## config.mk

```make
export PLATFORM = sky130hd
export DESIGN_NAME = alu_issue
export DESIGN_NICKNAME = d
export VERILOG_FILES = /design/src/rtl/alu_issue.sv
export SDC_FILE = /design/constraint.sdc
export NUM_CORES = 1
export LEC_CHECK = 0
export ABC_AREA = 1
export CAP_MARGIN = 20
export CORE_ASPECT_RATIO = 0.9
export CORE_UTILIZATION = 35
export DETAILED_ROUTE_END_ITERATION = 12
export HOLD_SLACK_MARGIN = 0.1
export PLACE_DENSITY = 0.58
export RECOVER_POWER = 100
export SLEW_MARGIN = 15
export SYNTH_ARGS = -nofsm -noshare
export SYNTH_HDL_FRONTEND = slang
export SYNTH_SLANG_ARGS = --single-unit
```

## constraint.sdc

```tcl
create_clock -name clk -period 14.18 [get_ports clk]
set_input_delay 2.127 -clock clk [delete_from_list [all_inputs] [get_ports clk]]
set_output_delay 2.127 -clock clk [all_outputs]
set_load 0.02 [all_outputs]
```

## src/rtl/alu_issue.sv

```systemverilog
// alu_issue: single-issue sequencer in front of a registered 16-bit ALU.
// Owns the register file, reads the operands, hands ctrl/a/b to the ALU,
// and writes the ALU result back two cycles after the instruction is accepted.
//
// state  | meaning
// -------+-------------------------------------------------------------
// S_IDLE | ready for an instruction; ALU inputs hold their last values
// S_EXEC | ALU samples ctrl/a/b on the edge that leaves this state
// S_WB   | alu_y is valid; it is strobed out and committed to rd
module alu_issue #(
   parameter int DATA_W = 16,
   parameter int NREGS  = 16
) (
   input  logic                       clk,
   input  logic                       reset,
   input  logic                       instr_valid,
   output logic                       instr_ready,
   input  logic [3:0]                 instr_op,
   input  logic [$clog2(NREGS)-1:0]   instr_rd,
   input  logic [$clog2(NREGS)-1:0]   instr_rs,
   input  logic [$clog2(NREGS)-1:0]   instr_rt,
   input  logic                       instr_imm,
   output logic [3:0]                 alu_ctrl,
   output logic [DATA_W-1:0]          alu_a,
   output logic [DATA_W-1:0]          alu_b,
   input  logic [DATA_W-1:0]          alu_y,
   output logic                       wb_valid,
   output logic [$clog2(NREGS)-1:0]   wb_addr,
   output logic [DATA_W-1:0]          wb_data,
   output logic                       busy,
   input  logic [$clog2(NREGS)-1:0]   dbg_addr,
   output logic [DATA_W-1:0]          dbg_data
);

   localparam int AW = $clog2(NREGS);

   typedef enum logic [1:0] {
      S_IDLE = 2'd0,
      S_EXEC = 2'd1,
      S_WB   = 2'd2
   } state_t;

   state_t              r_state;
   state_t              w_next;
   logic [DATA_W-1:0]   r_regs [NREGS];
   logic [3:0]          r_ctrl;
   logic [DATA_W-1:0]   r_a;
   logic [DATA_W-1:0]   r_b;
   logic [AW-1:0]       r_rd;
   logic                w_accept;
   logic [DATA_W-1:0]   w_rs_val;
   logic [DATA_W-1:0]   w_rt_val;

   // r0 reads as zero regardless of storage contents
   assign w_rs_val = (instr_rs == '0) ? '0 : r_regs[instr_rs];
   assign w_rt_val = (instr_rt == '0) ? '0 : r_regs[instr_rt];
   assign dbg_data = (dbg_addr == '0) ? '0 : r_regs[dbg_addr];
   assign w_accept = instr_valid & instr_ready;

   assign alu_ctrl = r_ctrl;
   assign alu_a    = r_a;
   assign alu_b    = r_b;
   assign wb_addr  = r_rd;
   assign wb_data  = alu_y;
   assign busy     = (r_state != S_IDLE);

   // state register
   always_ff @(posedge clk or posedge reset) begin
      if (reset) r_state <= S_IDLE;
      else       r_state <= w_next;
   end

   // next-state and handshake/strobe outputs
   always_comb begin
      w_next      = r_state;
      instr_ready = 1'b0;
      wb_valid    = 1'b0;
      case (r_state)
         S_IDLE: begin
            // held low while reset is asserted so nothing is offered mid-reset
            instr_ready = ~reset;
            if (instr_valid && !reset) w_next = S_EXEC;
         end
         S_EXEC: w_next = S_WB;
         S_WB: begin
            wb_valid = 1'b1;
            w_next   = S_IDLE;
         end
         default: w_next = S_IDLE;
      endcase
   end

   // operand/ctrl capture at accept; values hold until the next accept
   always_ff @(posedge clk or posedge reset) begin
      if (reset) begin
         r_ctrl <= '0;
         r_a    <= '0;
         r_b    <= '0;
         r_rd   <= '0;
      end else if (w_accept) begin
         r_ctrl <= instr_op;
         r_a    <= w_rs_val;
         r_b    <= instr_imm ? {{(DATA_W-AW){1'b0}}, instr_rt} : w_rt_val;
         r_rd   <= instr_rd;
      end
   end

   // register file write-back; writes to r0 are dropped
   always_ff @(posedge clk or posedge reset) begin
      if (reset) begin
         for (int i = 0; i < NREGS; i++) r_regs[i] <= '0;
      end else if (r_state == S_WB && r_rd != '0) begin
         r_regs[r_rd] <= alu_y;
      end
   end

endmodule

```

==> tab_implementation.tex <==
\begin{tabular}{lr}
\hline
Metric & Value \\
\hline
\multicolumn{2}{l}{\textbf{Global route}} \\
\quad Vias in the first global route & 16700 \\
\quad Initial antenna violation count & 0 \\
\quad Maximum number of pins on one net before global-route repair & 153 \\
\quad Overall fraction of global-route tracks in use & 25.1\% \\
\quad Overall overflow remaining after global route & 0 \\
\quad Global-route wire length before repair & 99900 um \\
\multicolumn{2}{l}{\textbf{Clocking}} \\
\quad TritonCTS clock tree & yes \\
\quad Hold-fix buffers at CTS & 0 \\
\quad Source-to-sink clock delay at the later pin of the worst-skew pair & 0.53 ns \\
\quad H-tree lvl count & 2 \\
\quad CTS buffer count & 36 \\
\quad Cells resized by post-CTS repair & 0 \\
\quad Clock slew at reported path FFs & 0.06 ns \\
\quad Buffers from clock root to sink, at most & 3 \\
\quad Buffers inserted by post-CTS timing repair & 0 \\
\quad CTS Root Cell & sky130\_fd\_sc\_hd\_\_clkbuf\_16 \\
\quad Clock Sink Count & 298 \\
\multicolumn{2}{l}{\textbf{Setup path}} \\
\quad Reg2reg path depth & 7 \\
\quad Worst EP required & 12.05 ns \\
\quad Type of element capturing the critical path & output pin \\
\quad Source of the critical timing path & dbg\_addr[2] \\
\quad Worst setup path category & in2out \\
\quad Capture point of the worst reg-to-reg path & alu\_b[14]\$\_DFFE\_PP0P\_ \\
\quad Max FO, Critical Path & 19 \\
\quad Data arrival time at the worst-slack endpoint & 7.47 ns \\
\quad Startpoint of the most critical register-to-register path & r\_state[0]\$\_DFFE\_PP0P\_ \\
\quad Setup slack on the worst flop-to-flop path & 8.75 ns \\
\quad CP Launch Type & input pin \\
\multicolumn{2}{l}{\textbf{Drt}} \\
\quad \# DRC & 0 \\
\quad Ratio of routed vias to standard cells & 5.63 \\
\quad TritonRoute pass-1 iters & 6 \\
\quad Initial detailed-routing violation count & 2259 \\
\quad Detailed Route WL & 64800 um \\
\quad Routed Antenna Nets & 0 \\
\quad Average wire per cell in the routed design & 20.4 um \\
\quad Vias after detailed routing & 17900 \\
\multicolumn{2}{l}{\textbf{Final layout}} \\
\quad Proportion of layout cells with a drive suffix above 1 & 4.59\% \\
\quad Total inserted antenna cells & 0 \\
\quad Cell area after layout & 0.0201 sq mm \\
\quad Post-synthesis to final-layout area growth & 13.2\% \\
\quad Nets@finish & 2517 \\
\quad Top library cells by usage in the layout, fill and taps aside & sky130\_fd\_sc\_hd\_\_nand2\_1, sky130\_fd\_sc\_hd\_\_o21ai\_0, sky130\_fd\_sc\_hd\_\_dfrtp\_1 \\
\quad Leading cell type in the layout, fill and taps excluded & sky130\_fd\_sc\_hd\_\_nand2\_1 \\
\multicolumn{2}{l}{\textbf{Logic synthesis}} \\
\quad Post-synth cell types & 27 \\
\quad Post-synthesis instance area & 0.0178 sq mm \\
\quad Mean post-synth cell area & 7.01 sq um \\
\quad EDFF count, synth & 0 \\
\quad Synth Flop Type & sky130\_fd\_sc\_hd\_\_dfrtp\_1 \\
\quad Gate count of the mapped netlist & 2533 \\
\quad Warning count from the yosys run & 0 \\
\quad Synth async-reset ratio & 100\% \\
\quad Flip-flop and latch count after synthesis & 298 \\
\quad Synth Net Count & 2573 \\
\quad Sequential share of the synthesized area & 42.0\% \\
\multicolumn{2}{l}{\textbf{Floorplan}} \\
\quad Number of primary I/O pins & 115 \\
\quad Core Box Area & 0.0496 sq mm \\
\quad Initial cell density of the core & 35.8\% \\
\quad Die H & 216 um \\
\quad Placement row count & 77 \\
\quad Floorplan die area & 0.0516 sq mm \\
\quad Horiz. Die Dim & 239 um \\
\multicolumn{2}{l}{\textbf{STA}} \\
\quad Maximum clock frequency & 0.104 GHz \\
\quad Hold violation total from the final report & 0 \\
\quad Unrepaired setup endpoints after global routing & false \\
\quad Number of setup violations in the final report & 0 \\
\quad Final Critical Period & 9.59 ns \\
\quad Clock Skews & 0.0109 ns \\
\quad Worst-case setup margin in the final layout & 4.59 ns \\
\quad Final clock period utilization by the worst path & 67.7\% \\
\quad Slew margin rel. & -149\% \\
\quad Pins Over Slew Limit & 229 \\
\quad Slew @ Worst Pin & 3.73 ns \\
\quad Final sum of negative setup slack & 0 ns \\
\multicolumn{2}{l}{\textbf{Place}} \\
\quad Dpl cell area & 0.0189 sq mm \\
\quad DP HPWL & 40500 um \\
\quad Pre-CTS setup slack & 6.54 ns \\
\quad Placer congestion estimate & 0.903 \\
\quad Count of input and output buffers & 114 \\
\multicolumn{2}{l}{\textbf{Hold path}} \\
\quad Worst hold start & r\_regs[255]\$\_DFFE\_PP0P\_ \\
\quad Class of the most critical hold timing path & reg2reg \\
\quad Number of instances on the worst hold path & 0 \\
\quad Hold-critical path endpoint & r\_regs[255]\$\_DFFE\_PP0P\_ \\
\multicolumn{2}{l}{\textbf{Outcome}} \\
\quad Failing checks & capacitance limit, slew limit \\
\quad Run status & complete, but fails checks \\
\multicolumn{2}{l}{\textbf{Power}} \\
\quad Maximum ir drop on the vdd rail & 0.0757 mV \\
\quad Overall power after layout & 0.00352 W \\
\quad Pwr dens & 175 mW/mm\^{}2 \\
\quad Leakage power figure & 9.46 nW \\
\multicolumn{2}{l}{\textbf{Job}} \\
\quad Number of maximum-capacitance constraint violations & 6 \\
\hline
\end{tabular}
how the worst max path moves through the flow:
stage | end | slack, ns | cells after the start
detailed placement | dbg_data[14] | 6.54 | 8
CTS | dbg_data[14] | 6.52 | 8
global placement | dbg_data[14] | 6.56 | 8
finish | dbg_data[14] | 4.59 | 8
global route | r_regs[26]$_DFFE_PP0P_ | 4.01 | 4
floorplan | alu_a[0]$_DFFE_PP0P_ | 3.80 | 1
power breakdown:
group	total (W)	switching, W	internal [W]
sequential	0.00148	0.000294	0.00119
clock	0.000997	0.000383	0.000614
combinational	0.00104	0.000641	0.000394
registers in the layout, indices dropped and copies added (netlist names):
| name | count |
|---|---|
| alu_b | 16 |
| alu_a | 16 |
| alu_ctrl | 4 |
| r_regs | 256 |
| wb_addr | 4 |
| r_state | 2 |
cell usage after synthesis, types with 15 or more instances:
library cell	n	area share, %
sky130_fd_sc_hd__buf_4	30	1.3
sky130_fd_sc_hd__o211ai_1	101	4.3
sky130_fd_sc_hd__o21ai_1	30	0.85
sky130_fd_sc_hd__nor2_1	83	1.8
sky130_fd_sc_hd__o21ai_0	552	16
sky130_fd_sc_hd__inv_1	153	3.2
sky130_fd_sc_hd__nand2_1	673	14
sky130_fd_sc_hd__nand3_1	153	4.3
sky130_fd_sc_hd__buf_2	77	2.2
sky130_fd_sc_hd__a21oi_1	197	5.6
sky130_fd_sc_hd__clkbuf_1	128	2.7
sky130_fd_sc_hd__dfrtp_1	298	42
sky130_fd_sc_hd__a31oi_1	15	0.53
metrics by stage:
stage	cells	hold WS [ns]	util [%]
4_1_cts	3174	0.412	40.6
2_1_floorplan	2533	0.422	-
6_report	3174	0.416	40.5
3_5_place_dp	3110	0.399	38.1
3_3_place_gp	3110	0.394	38.1
5_1_grt	3174	0.430	40.5
metal layers:
| layer | routed length [um] | global-route usage, % | part of all wire, % | up-vias |
|---|---|---|---|---|
| met1 | 27900 | 35.3 | 43 | 8430 |
| met3 | 6070 | 4.20 | 9.4 | 145 |
| met5 | 0 | 0 | 0 | - |
| met2 | 28100 | 37.9 | 43 | 929 |
| li1 | - | - | - | 8365 |
| met4 | 2690 | 10.7 | 4.2 | 0 |
area by class of cell:
class / count / area [sq um]
Inverter: 160 / 608
Tap cell: 671 / 840
Multi-Input combinational cell: 1829 / 8540
Fill cell: 5191 / 29500
Clock buffer: 47 / 1010
Clock inverter: 17 / 248
Timing Repair Buffer: 152 / 1400
Sequential cell: 298 / 7460
cell families after synthesis:
| family | after synthesis | share of synthesized area (%) |
|---|---|---|
| compound gates | 897 | 26.9 |
| buf+inv | 406 | 9.76 |
| simple gates | 932 | 21.3 |
| flops | 298 | 42.0 |
worst max-delay path: stages:
cell                              delay (ns)
sky130_fd_sc_hd__clkdlybuf4s50_1        0.45
sky130_fd_sc_hd__clkbuf_1               1.13
sky130_fd_sc_hd__inv_1                  0.89
sky130_fd_sc_hd__nor2_1                 0.97
sky130_fd_sc_hd__clkbuf_1               0.56
sky130_fd_sc_hd__nand2_1                0.12
sky130_fd_sc_hd__a31oi_1                0.44
sky130_fd_sc_hd__dlygate4sd3_1          0.76
(Power assumes the default switching activity.)
